File: config.mk
export PLATFORM = sky130hd
export DESIGN_NAME = lsu_mem_stage
export DESIGN_NICKNAME = d
export VERILOG_FILES = /design/src/rtl/lsu_mem_stage.sv
export SDC_FILE = /design/constraint.sdc
export NUM_CORES = 1
export LEC_CHECK = 0
export CORE_MARGIN = 2
export CORE_UTILIZATION = 51
export CTS_BUF_LIST = sky130_fd_sc_hd__clkbuf_8
export DETAILED_ROUTE_END_ITERATION = 16
export PLACE_DENSITY_LB_ADDON = 0.1
export SLEW_MARGIN = 10
export SYNTH_ARGS = -nofsm -noshare
export SYNTH_HDL_FRONTEND = slang
export SYNTH_SLANG_ARGS = --single-unit
File: constraint.sdc
create_clock -name clk -period 12.6 [get_ports clk]
set_input_delay 1.89 -clock clk [delete_from_list [all_inputs] [get_ports clk]]
set_output_delay 1.89 -clock clk [all_outputs]
set_load 0.1 [all_outputs]
File: src/rtl/lsu_mem_stage.sv
// Load/store memory stage: effective address, req/gnt/rvalid data-memory handshake,
// store lane alignment, load extraction and writeback with a gnt/rvalid timeout.
module lsu_mem_stage #(
    parameter int unsigned TIMEOUT_CYCLES = 256,
    parameter int unsigned DATA_W         = 32
) (
    input  logic              clk,
    input  logic              rst,
    input  logic              req_valid_i,
    output logic              req_ready_o,
    input  logic              is_load_i,
    input  logic              is_store_i,
    input  logic [1:0]        size_i,
    input  logic              unsigned_i,
    input  logic [DATA_W-1:0] rs1_data_i,
    input  logic [DATA_W-1:0] rs2_data_i,
    input  logic [DATA_W-1:0] imm_i,
    input  logic [4:0]        rd_i,
    output logic              dmem_req_o,
    output logic              dmem_we_o,
    output logic [DATA_W-1:0] dmem_addr_o,
    output logic [3:0]        dmem_be_o,
    output logic [DATA_W-1:0] dmem_wdata_o,
    input  logic              dmem_gnt_i,
    input  logic              dmem_rvalid_i,
    input  logic [DATA_W-1:0] dmem_rdata_i,
    output logic              stall_o,
    output logic              wb_valid_o,
    output logic [4:0]        wb_rd_o,
    output logic [DATA_W-1:0] wb_data_o,
    output logic              wb_wr_en_o,
    output logic              misaligned_o,
    output logic              bus_err_o
);

    localparam logic [2:0] S_IDLE  = 3'd0;
    localparam logic [2:0] S_REQ   = 3'd1;
    localparam logic [2:0] S_WAIT  = 3'd2;
    localparam logic [2:0] S_RESP  = 3'd3;
    localparam logic [2:0] S_MISAL = 3'd4;
    localparam logic [2:0] S_ABORT = 3'd5;

    localparam int unsigned    CNT_W    = (TIMEOUT_CYCLES > 1) ? $clog2(TIMEOUT_CYCLES) : 1;
    localparam logic [CNT_W-1:0] CNT_LAST = CNT_W'(TIMEOUT_CYCLES - 1);
    localparam bit             TMO_EN   = (TIMEOUT_CYCLES != 0);

    logic [2:0]        r_state;
    logic [2:0]        w_next;
    logic [CNT_W-1:0]  r_cnt;
    logic              w_tmo;
    logic              w_accept;
    logic              w_misal;
    logic [DATA_W-1:0] w_ea;
    logic [3:0]        w_be;
    logic [DATA_W-1:0] w_wdata;
    logic [DATA_W-1:0] w_lane;
    logic [DATA_W-1:0] w_load_data;

    logic              r_is_load;
    logic [1:0]        r_size;
    logic              r_unsigned;
    logic [1:0]        r_ea_lo;
    logic [4:0]        r_rd;

    logic              r_ready;
    logic              r_dmem_req;
    logic              r_dmem_we;
    logic [DATA_W-1:0] r_dmem_addr;
    logic [3:0]        r_dmem_be;
    logic [DATA_W-1:0] r_dmem_wdata;
    logic              r_wb_valid;
    logic [4:0]        r_wb_rd;
    logic [DATA_W-1:0] r_wb_data;
    logic              r_wb_wr_en;
    logic              r_misal;
    logic              r_bus_err;

    // Request decode: address, alignment check, lane-aligned byte enables and store data
    always_comb begin
        w_ea     = rs1_data_i + imm_i;
        w_accept = req_valid_i && (r_state == S_IDLE) && (is_load_i || is_store_i);
        w_misal  = 1'b0;
        w_be     = 4'b0000;
        w_wdata  = '0;
        case (size_i)
            2'b00: begin
                w_be    = 4'b0001 << w_ea[1:0];
                w_wdata = {4{rs2_data_i[7:0]}};
            end
            2'b01: begin
                w_misal = w_ea[0];
                w_be    = w_ea[1] ? 4'b1100 : 4'b0011;
                w_wdata = {2{rs2_data_i[15:0]}};
            end
            2'b10: begin
                w_misal = |w_ea[1:0];
                w_be    = 4'b1111;
                w_wdata = rs2_data_i;
            end
            default: w_misal = 1'b1;
        endcase
        if (is_load_i) begin
            w_wdata = '0;
        end
    end

    assign w_tmo = TMO_EN && (r_cnt == CNT_LAST);

    always_comb begin
        w_next = r_state;
        case (r_state)
            S_IDLE: begin
                if (w_accept) begin
                    w_next = w_misal ? S_MISAL : S_REQ;
                end
            end
            S_REQ: begin
                if (dmem_gnt_i) begin
                    w_next = S_WAIT;
                end else if (w_tmo) begin
                    w_next = S_ABORT;
                end
            end
            S_WAIT: begin
                if (dmem_rvalid_i) begin
                    w_next = S_RESP;
                end else if (w_tmo) begin
                    w_next = S_ABORT;
                end
            end
            default: w_next = S_IDLE;
        endcase
    end

    // Load extraction: shift the addressed lane down, then sign/zero extend
    always_comb begin
        w_lane = dmem_rdata_i >> {r_ea_lo, 3'b000};
        case (r_size)
            2'b00:   w_load_data = {{24{~r_unsigned & w_lane[7]}}, w_lane[7:0]};
            2'b01:   w_load_data = {{16{~r_unsigned & w_lane[15]}}, w_lane[15:0]};
            default: w_load_data = w_lane;
        endcase
    end

    always_ff @(posedge clk or posedge rst) begin
        if (rst) begin
            r_state <= S_IDLE;
        end else begin
            r_state <= w_next;
        end
    end

    // Timeout counter: cleared while idle and on gnt, counts every REQ/WAIT cycle
    always_ff @(posedge clk or posedge rst) begin
        if (rst) begin
            r_cnt <= '0;
        end else if ((r_state == S_IDLE) || ((r_state == S_REQ) && dmem_gnt_i)) begin
            r_cnt <= '0;
        end else if ((r_state == S_REQ) || (r_state == S_WAIT)) begin
            r_cnt <= r_cnt + CNT_W'(1);
        end
    end

    always_ff @(posedge clk or posedge rst) begin
        if (rst) begin
            r_is_load  <= 1'b0;
            r_size     <= 2'b00;
            r_unsigned <= 1'b0;
            r_ea_lo    <= 2'b00;
            r_rd       <= 5'd0;
        end else if (w_accept) begin
            r_is_load  <= is_load_i;
            r_size     <= size_i;
            r_unsigned <= unsigned_i;
            r_ea_lo    <= w_ea[1:0];
            r_rd       <= rd_i;
        end
    end

    // Registered outputs, decoded from the next state
    always_ff @(posedge clk or posedge rst) begin
        if (rst) begin
            r_ready      <= 1'b1;
            r_dmem_req   <= 1'b0;
            r_dmem_we    <= 1'b0;
            r_dmem_addr  <= '0;
            r_dmem_be    <= 4'b0000;
            r_dmem_wdata <= '0;
            r_wb_valid   <= 1'b0;
            r_wb_rd      <= 5'd0;
            r_wb_data    <= '0;
            r_wb_wr_en   <= 1'b0;
            r_misal      <= 1'b0;
            r_bus_err    <= 1'b0;
        end else begin
            r_ready    <= (w_next == S_IDLE);
            r_wb_valid <= (w_next == S_RESP) || (w_next == S_MISAL) || (w_next == S_ABORT);
            r_misal    <= (w_next == S_MISAL);
            r_bus_err  <= (w_next == S_ABORT);

            if (w_accept && !w_misal) begin
                r_dmem_req   <= 1'b1;
                r_dmem_we    <= !is_load_i;
                r_dmem_addr  <= {w_ea[DATA_W-1:2], 2'b00};
                r_dmem_be    <= w_be;
                r_dmem_wdata <= w_wdata;
            end else if (w_next != S_REQ) begin
                r_dmem_req   <= 1'b0;
                r_dmem_we    <= 1'b0;
                r_dmem_addr  <= '0;
                r_dmem_be    <= 4'b0000;
                r_dmem_wdata <= '0;
            end

            if (w_next == S_RESP) begin
                r_wb_rd    <= r_rd;
                r_wb_data  <= r_is_load ? w_load_data : '0;
                r_wb_wr_en <= r_is_load && (r_rd != 5'd0);
            end else begin
                r_wb_rd    <= 5'd0;
                r_wb_data  <= '0;
                r_wb_wr_en <= 1'b0;
            end
        end
    end

    // Stall asserts in the accept cycle itself so execute holds the op it just presented
    assign stall_o      = (r_state == S_REQ) || (r_state == S_WAIT) || w_accept;
    assign req_ready_o  = r_ready;
    assign dmem_req_o   = r_dmem_req;
    assign dmem_we_o    = r_dmem_we;
    assign dmem_addr_o  = r_dmem_addr;
    assign dmem_be_o    = r_dmem_be;
    assign dmem_wdata_o = r_dmem_wdata;
    assign wb_valid_o   = r_wb_valid;
    assign wb_rd_o      = r_wb_rd;
    assign wb_data_o    = r_wb_data;
    assign wb_wr_en_o   = r_wb_wr_en;
    assign misaligned_o = r_misal;
    assign bus_err_o    = r_bus_err;

endmodule

==> summary.txt, run 1 <==
Worst setup path
  – R2r setup slk: approximately 10000 ps
  – WP data arrival: 5470 ps
  – Critical path, cell by cell: clkdlybuf4s50_1 -> ha_1 -> fa_1 -> nor2_1 -> nor2_1 -> o22ai_1 -> and2_1 -> nor2_1 -> nand2_1 -> clkdlybuf4s50_1
  – Cell family with most CP delay: buffers and inverters
  – Crit Path Max Fanout: 9
  – WS Path Type: in2out
  – Buf/Inv on CP: 2
  – WP depth: 10
  – CP most frequent cell: nor2_1
  – Worst Path Required: approximately 11000 ps
  – Worst-case reg-to-reg path depth: 7
  – Slowest-stage cell, CP: clkdlybuf4s50_1
  – Crit. End Element: primary output
  – CP Launch Type: input pin
  – CP peak stage delay: between 1000 and 1500 ps

Timing
  – Slew @ Worst Pin: 1060 ps
  – Max Fclk: 136 MHz
  – Slew margin rel.: 29.2%
  – Post-route clock skew: 10.9 ps
  – Part of the cycle the worst path needs: about three fifths
  – Final setup fails: 0
  – RSZ-0062 raised after global routing: false
  – Pins Over Slew Limit: 0
  – TNS Setup: 0 ps
  – Final hold vios: 0
  – Hold Slack: a little under 500 ps
  – Minimum clock period after layout: around 7400 ps

Finish
  – Fraction of layout instances using a drive strength above 1: 5.74%
  – Final antenna diode count: 0
  – Core Util, Final: roughly 74%
  – Footprint of the multi-input gates: 3720 µm²
  – Sequential cell area: 3300 µm²
  – Fin cells: 1207
  – Synthesis-to-finish area growth: 41.5%
  – # fillers: around 1100
  – # nets final: 1190

Clocking
  – CTS Buf Count: 17
  – CTS tree: done
  – Root Driver: clkbuf_8
  – Htree depth: 4
  – Post-cts gate resize count: 0
  – Clock Sinks: 132
  – Postcts setup bufs: 0
  – Clk Latency, worst-skew pair: 450 ps
  – Post-CTS Hold Buffers: 0
  – CTS max path bufs: 2
  – Clk slew on worst S/H paths: around 70 ps

Routing
  – Final wirelength: 20.6 mm
  – Via count: 6738
  – Final ANT Viol Nets: 0
  – Iteration-0 DRC Markers: between 500 and 600
  – Detailed Routing Iterations Pass 1: 4
  – Via/cell ratio: approximately 5.6
  – Drc violations: 0
  – Post-DR wirelength/cell: about 17 µm

Die
  – Initial Utilization: between 50 and 60%
  – Height of the die: 123 µm
  – Die span in x: between 100 and 150 µm
  – Core region area: 13900 µm²
  – Die area: 15200 µm²
  – Row count: 43
  – Top Ports: around 260

Synthesis
  – Syn Std Cell Area: around 7300 µm²
  – Fraction of registers with async set or reset after synthesis: 100%
  – Yosys cell types: 65
  – Top-count cell post-synth: dfrtp_1
  – Synth top area cells: dfrtp_1 45%, nand2_1 6.7%, a21oi_1 5.6%
  – Post-synth top flop: dfrtp_1
  – Top cell type by total area after synthesis: dfrtp_1
  – Number of synthesized flops with an enable pin: 0
  – Synth Warn #: 0
  – Top cells by count, synth: 131 x dfrtp_1, 130 x nand2_1, 81 x a21oi_1
  – Post-synthesis cell count: around 780
  – Synth Area per Inst: ~9 µm²
  – Yosys top cell area share: between 40% and 50%
  – Seq/Total Area, Yosys: 45.5%
  – #FFs+latches synth: roughly 130

Power and ir drop
  – P per Cell Area: between 150 and 200 nW/µm²
  – Max VDD drop: 0.0949 mV
  – Leak pwr: ~4.5 nW

Placed design
  – Gpl congestion: around 0.9
  – PortBufs: approximately 250
  – Detailed placement HPWL: 15.2 mm
  – Placed insts: about 1200

Worst hold path
  – WHS Path Cells: 2
  – HP Class: reg2reg

GRT
  – Initial antenna violation count: 1
  – Gr usage total: approximately 27%
  – Gr ovfl total: 0
  – Largest net degree at the start of global routing: 69
  – Number of global-route vias before repair: between 6000 and 7000
  – First-pass GRT wire length: roughly 32 mm

Status
  – Status: complete, no violations

Run
  – Maxcap violations: 0
-- cell usage in the layout (no fill, tap or decap), types with 7 or more instances in the layout --
master	netlist	layout
clkdlybuf4s50_1	0	253
xnor2_1	11	11
a22o_1	30	30
dfrtp_1	131	131
o21bai_1	7	7
ha_1	32	32
a211oi_1	18	18
nand4_1	11	11
o21ai_0	68	68
buf_4	3	7
mux2i_1	17	17
xor2_1	20	20
nor2_1	37	36
o21a_1	10	10
a21oi_1	81	81
nand3_1	7	7
nand2_1	130	130
a21o_1	14	14
nor2b_1	19	19
clkbuf_8	0	18
-- metrics by stage --
| step | total power [W] | worst slack [ps] | cell area [µm²] |
|---|---|---|---|
| after floorplan | 0.00112 | 6490 | 7260 |
| after global placement | 0.00131 | 5340 | 9870 |
| after detailed placement | 0.00132 | 5270 | 9870 |
| after CTS | 0.00168 | 5240 | 10300 |
| after global routing | 0.00176 | 4990 | 10300 |
| final | 0.00168 | 5240 | 10300 |
-- power by group --
group          leakage, nW  internal (W)  total, W  switching, W
combinational         2.49      0.000232  0.000778      0.000546
clock                0.196      0.000183  0.000359      0.000176
sequential            1.81      0.000482  0.000538     0.0000564
total                 4.49      0.000897   0.00168      0.000778
-- cell families (layout without fill, tap and decap cells) --
kind of cell             Yosys count  in the layout  share of synthesized area (%)
buffers and inverters             56            299                           3.29
adder cells (fa/ha/maj)           33             33                           5.79
AND/OR/NAND/NOR                  242            242                           15.3
flip-flops                       132            132                           45.5
AO/OA/AOI/OAI                    270            270                           23.8
other                              1              2                         0.0516
XOR/XNOR                          31             31                           3.74
multiplexers                      18             18                           2.50
-- final cells by class --
class / count / area share, %
Clock buffer: 18 / 2.41
Clock inverter: 14 / 1.50
Inverter: 7 / 0.305
Multi-Input combinational cell: 596 / 36.3
Sequential cell: 132 / 32.2
Tap cell: 180 / 2.19
Timing Repair Buffer: 260 / 25.2
-- final timing paths --
path / from / end
setup reg to reg: r_state[1]$_DFF_PP0_ / dmem_addr_o[17]$_DFFE_PP0P_
min in group asynchronous: rst / r_cnt[1]$_DFFE_PP0P_
max in group asynchronous: rst / wb_data_o[8]$_DFF_PP0_
setup / recovery: rs1_data_i[0] / stall_o
hold reg to reg: dmem_addr_o[20]$_DFFE_PP0P_ / dmem_addr_o[20]$_DFFE_PP0P_
hold / removal: dmem_addr_o[20]$_DFFE_PP0P_ / dmem_addr_o[20]$_DFFE_PP0P_
-- flip-flops by register name, indices dropped and copies added, names as in the netlist --
name / cells
r_is_load: 1
dmem_req_o: 1
wb_wr_en_o: 1
r_ea_lo: 2
dmem_we_o: 1
wb_data_o: 32
r_rd: 5
wb_valid_o: 1
bus_err_o: 1
r_size: 2
r_state: 3
dmem_be_o: 4
misaligned_o: 1
dmem_addr_o: 30
r_unsigned: 1
req_ready_o: 1
dmem_wdata_o: 32
wb_rd_o: 5
r_cnt: 8
-- worst reg2reg max path, delay by kind of cell, from the launching register on --
kind | cells | cell delay, ps
flops | 1 | 470
compound gates | 3 | 1180
buf+inv | 1 | 320
simple gates | 3 | 740
-- routing by layer --
metal | vias to the layer above | routed length (µm) | global-route usage (%)
met5 | - | 14 | 0
met4 | 2 | 560 | 9.23
met3 | 32 | 1580 | 8.39
met2 | 243 | 9860 | 44.5
met1 | 3190 | 8550 | 34.8
li1 | 3271 | - | -
Power figures use the tool's default switching activity.
==> inputs of run 2 (changes only) <==
--- a/config.mk
+++ b/config.mk
@@ -6,7 +6,7 @@
 export NUM_CORES = 1
 export LEC_CHECK = 0
 export CORE_MARGIN = 2
-export CORE_UTILIZATION = 51
+export CORE_UTILIZATION = 47
 export CTS_BUF_LIST = sky130_fd_sc_hd__clkbuf_8
 export DETAILED_ROUTE_END_ITERATION = 16
 export PLACE_DENSITY_LB_ADDON = 0.1
==> constraint.sdc (replaced) <==
create_clock -name clk -period 7.55 [get_ports clk]
set_input_delay 1.1325 -clock clk [delete_from_list [all_inputs] [get_ports clk]]
set_output_delay 1.1325 -clock clk [all_outputs]
set_load 0.1 [all_outputs]
==> run 2 against run 1 <==
Net effect: sequential share of layout area is 0.055 points higher; non-clock buffer count is 1 lower; count of clock-buffer cells in the layout stayed put; via count is 0.33% lower; critical path depth stayed put; flip-flop and latch count stayed put; combinational power is 65% higher; wire length is 1.1% lower; cell count is 0.58% higher; register-to-register slack worse by 5200 ps; clock power is 64% higher; critical endpoint unchanged.
==> summary.txt, run 2 (same netlist as run 1, synthesis figures left out) <==
Status
  – Status: complete, no violations (unchanged)

Clocking
  – Postcts setup bufs: 0 (unchanged)
  – CTS Buf Count: 17 (unchanged)
  – Htree depth: 4 (unchanged)
  – Root Driver: clkbuf_8 (unchanged)
  – CTS tree: done (unchanged)
  – Post-CTS Hold Buffers: 0 (unchanged)
  – Clock Sinks: 132 (unchanged)
  – CTS max path bufs: 2 (unchanged)
  – Clk slew on worst S/H paths: 80 ps (was 70 ps)
  – Post-cts gate resize count: 0 (unchanged)
  – Clk Latency, worst-skew pair: 440 ps (was 450 ps)

Die
  – Initial Utilization: 47.9% (was 52.3%)
  – Die span in x: 128 µm (was 123 µm)
  – Row count: 45 (was 43)
  – Top Ports: 256 (unchanged)
  – Die area: 16500 µm² (was 15200 µm²)
  – Core region area: 15100 µm² (was 13900 µm²)
  – Height of the die: 128 µm (was 123 µm)

Timing
  – Slew @ Worst Pin: 1050 ps (was 1060 ps)
  – Pins Over Slew Limit: 0 (unchanged)
  – Part of the cycle the worst path needs: 77.2%
  – TNS Setup: 0 ps (unchanged)
  – Slew margin rel.: 29.9% (was 29.2%)
  – Final setup fails: 0 (unchanged)
  – Minimum clock period after layout: 5830 ps
  – Post-route clock skew: 11.4 ps (was 10.9 ps)
  – RSZ-0062 raised after global routing: false (unchanged)
  – Final hold vios: 0 (unchanged)
  – Max Fclk: approximately 170 MHz

GRT
  – Gr ovfl total: 0 (unchanged)
  – First-pass GRT wire length: 32.4 mm (was 32.3 mm)
  – Met1 Track Usage GR: 32.2% (was 34.8%)
  – Busiest grt layer: met2 (unchanged)
  – Initial antenna violation count: 0 (was 1)
  – Number of global-route vias before repair: 6436 (was 6424)
  – Grt met2 use: 40.2% (was 44.5%)
  – Gr usage total: 25.1% (was 27.4%)
  – Largest net degree at the start of global routing: 70 (was 69)
  – Met3 usage: 7.14% (was 8.39%)

Placed design
  – Gpl congestion: 0.879 (was 0.902)
  – Detailed placement HPWL: 15.0 mm (was 15.2 mm)
  – Placed inst area: 9870 µm² (unchanged)
  – PortBufs: 253 (unchanged)

Routing
  – Drc violations: 0 (unchanged)
  – Post-DR wirelength/cell: 16.8 µm (was 17.0 µm)
  – Iteration-0 DRC Markers: 331 (was 504)
  – Via/cell ratio: 5.53 (was 5.58)
  – Via count: 6716 (was 6738)
  – Final wirelength: 20.3 mm (was 20.6 mm)
  – Detailed Routing Iterations Pass 1: 6 (was 4)
  – Final ANT Viol Nets: 0 (unchanged)

Worst setup path
  – WS Path Type: in2out (unchanged)
  – CP Launch Type: input pin (unchanged)
  – Crit Path Max Fanout: 9 (unchanged)
  – Slowest-stage cell, CP: clkdlybuf4s50_1 (unchanged)
  – Critical path, cell by cell: clkdlybuf4s50_1 -> ha_1 -> fa_1 -> nor2_1 -> nor2_1 -> o22ai_1 -> and2_1 -> nor2_1 -> nand2_1 -> clkdlybuf4s50_1 (unchanged)
  – R2r setup slk: 4570 ps (was 9770 ps)
  – Buf/Inv on CP: 2 (unchanged)
  – Worst Path Required: 6420 ps (was 10710 ps)
  – CP most frequent cell: nor2_1 (unchanged)
  – WP data arrival: 4700 ps (was 5470 ps)
  – CP peak stage delay: 1140 ps (about the same)
  – Cell family with most CP delay: buffers and inverters (unchanged)
  – Crit. End Element: primary output (unchanged)

Finish
  – Most common cell after layout, fill and taps aside: clkdlybuf4s50_1 (unchanged)
  – Core Util, Final: 67.7% (was 74.0%)
  – Fraction of layout instances using a drive strength above 1: 5.46% (was 5.74%)
  – Post-route cell area: 10300 µm² (about the same)
  – # nets final: 1189 (was 1190)
  – Most frequent cells in the layout: 253 x clkdlybuf4s50_1, 131 x dfrtp_1, 130 x nand2_1, 81 x a21oi_1, 68 x o21ai_0 (unchanged)
  – Final antenna diode count: 0 (unchanged)
  – Synthesis-to-finish area growth: 41.2% (was 41.5%)

Worst hold path
  – HP Class: reg2reg (unchanged)

Run
  – Maxcap violations: 0 (unchanged)

Power and ir drop
  – P per Cell Area: 270 nW/µm² (was 163 nW/µm²)
  – Leak pwr: 4.48 nW (was 4.49 nW)
  – Max VDD drop: 0.256 mV (was 0.0949 mV)
[run 2: worst paths after layout]
kind,startpoint,to,depth (start not counted)
max,rs1_data_i[0],stall_o,10
min,dmem_addr_o[3]$_DFFE_PP0P_,dmem_addr_o[3]$_DFFE_PP0P_,2
max reg2reg,r_state[1]$_DFF_PP0_,dmem_addr_o[28]$_DFFE_PP0P_,5
min reg2reg,dmem_addr_o[3]$_DFFE_PP0P_,dmem_addr_o[3]$_DFFE_PP0P_,2
max in group asynchronous,rst,wb_data_o[13]$_DFF_PP0_,3
min in group asynchronous,rst,r_cnt[6]$_DFFE_PP0P_,2
[run 2: report_power, final]
part           internal [W]  switching [W]  total, W
logic              0.000385       0.000894   0.00128
registers          0.000804       0.000101  0.000905
clock network      0.000299       0.000287  0.000587
[run 2: layout make-up]
class,count,area (µm²)
multi-input combinational,596,3720
tap,188,235
clock buffer,18,248
sequential,132,3300
clock inverter,14,136
fill,1231,4890
inverter,7,31.3
timing repair buffer,259,2580
[run 2: layer usage]
| layer | wire, µm | up-vias |
|---|---|---|
| met5 | 0 | - |
| met4 | 552 | 0 |
| met3 | 1280 | 40 |
| met2 | 9700 | 215 |
| met1 | 8800 | 3196 |
| li1 | - | 3265 |
[run 2: worst reg2reg max path: stages, from the launching register on]
cell and delay, ps:
dfrtp_1 480, nor4b_2 440, o21a_1 490, nand2_1 700, a2111oi_0 590, a32o_1 220
[run 2: metrics by stage]
step | cells | total power [W] | hold slack (ps) | setup slack (ps)
6_report | 1214 | 0.00277 | 486 | 1720
5_1_grt | 1214 | 0.00293 | 512 | 1550
4_1_cts | 1214 | 0.00278 | 489 | 1740
3_5_place_dp | 1182 | 0.00219 | 469 | 1740
3_3_place_gp | 1182 | 0.00218 | 463 | 1800
2_1_floorplan | 784 | 0.00186 | 460 | 2890
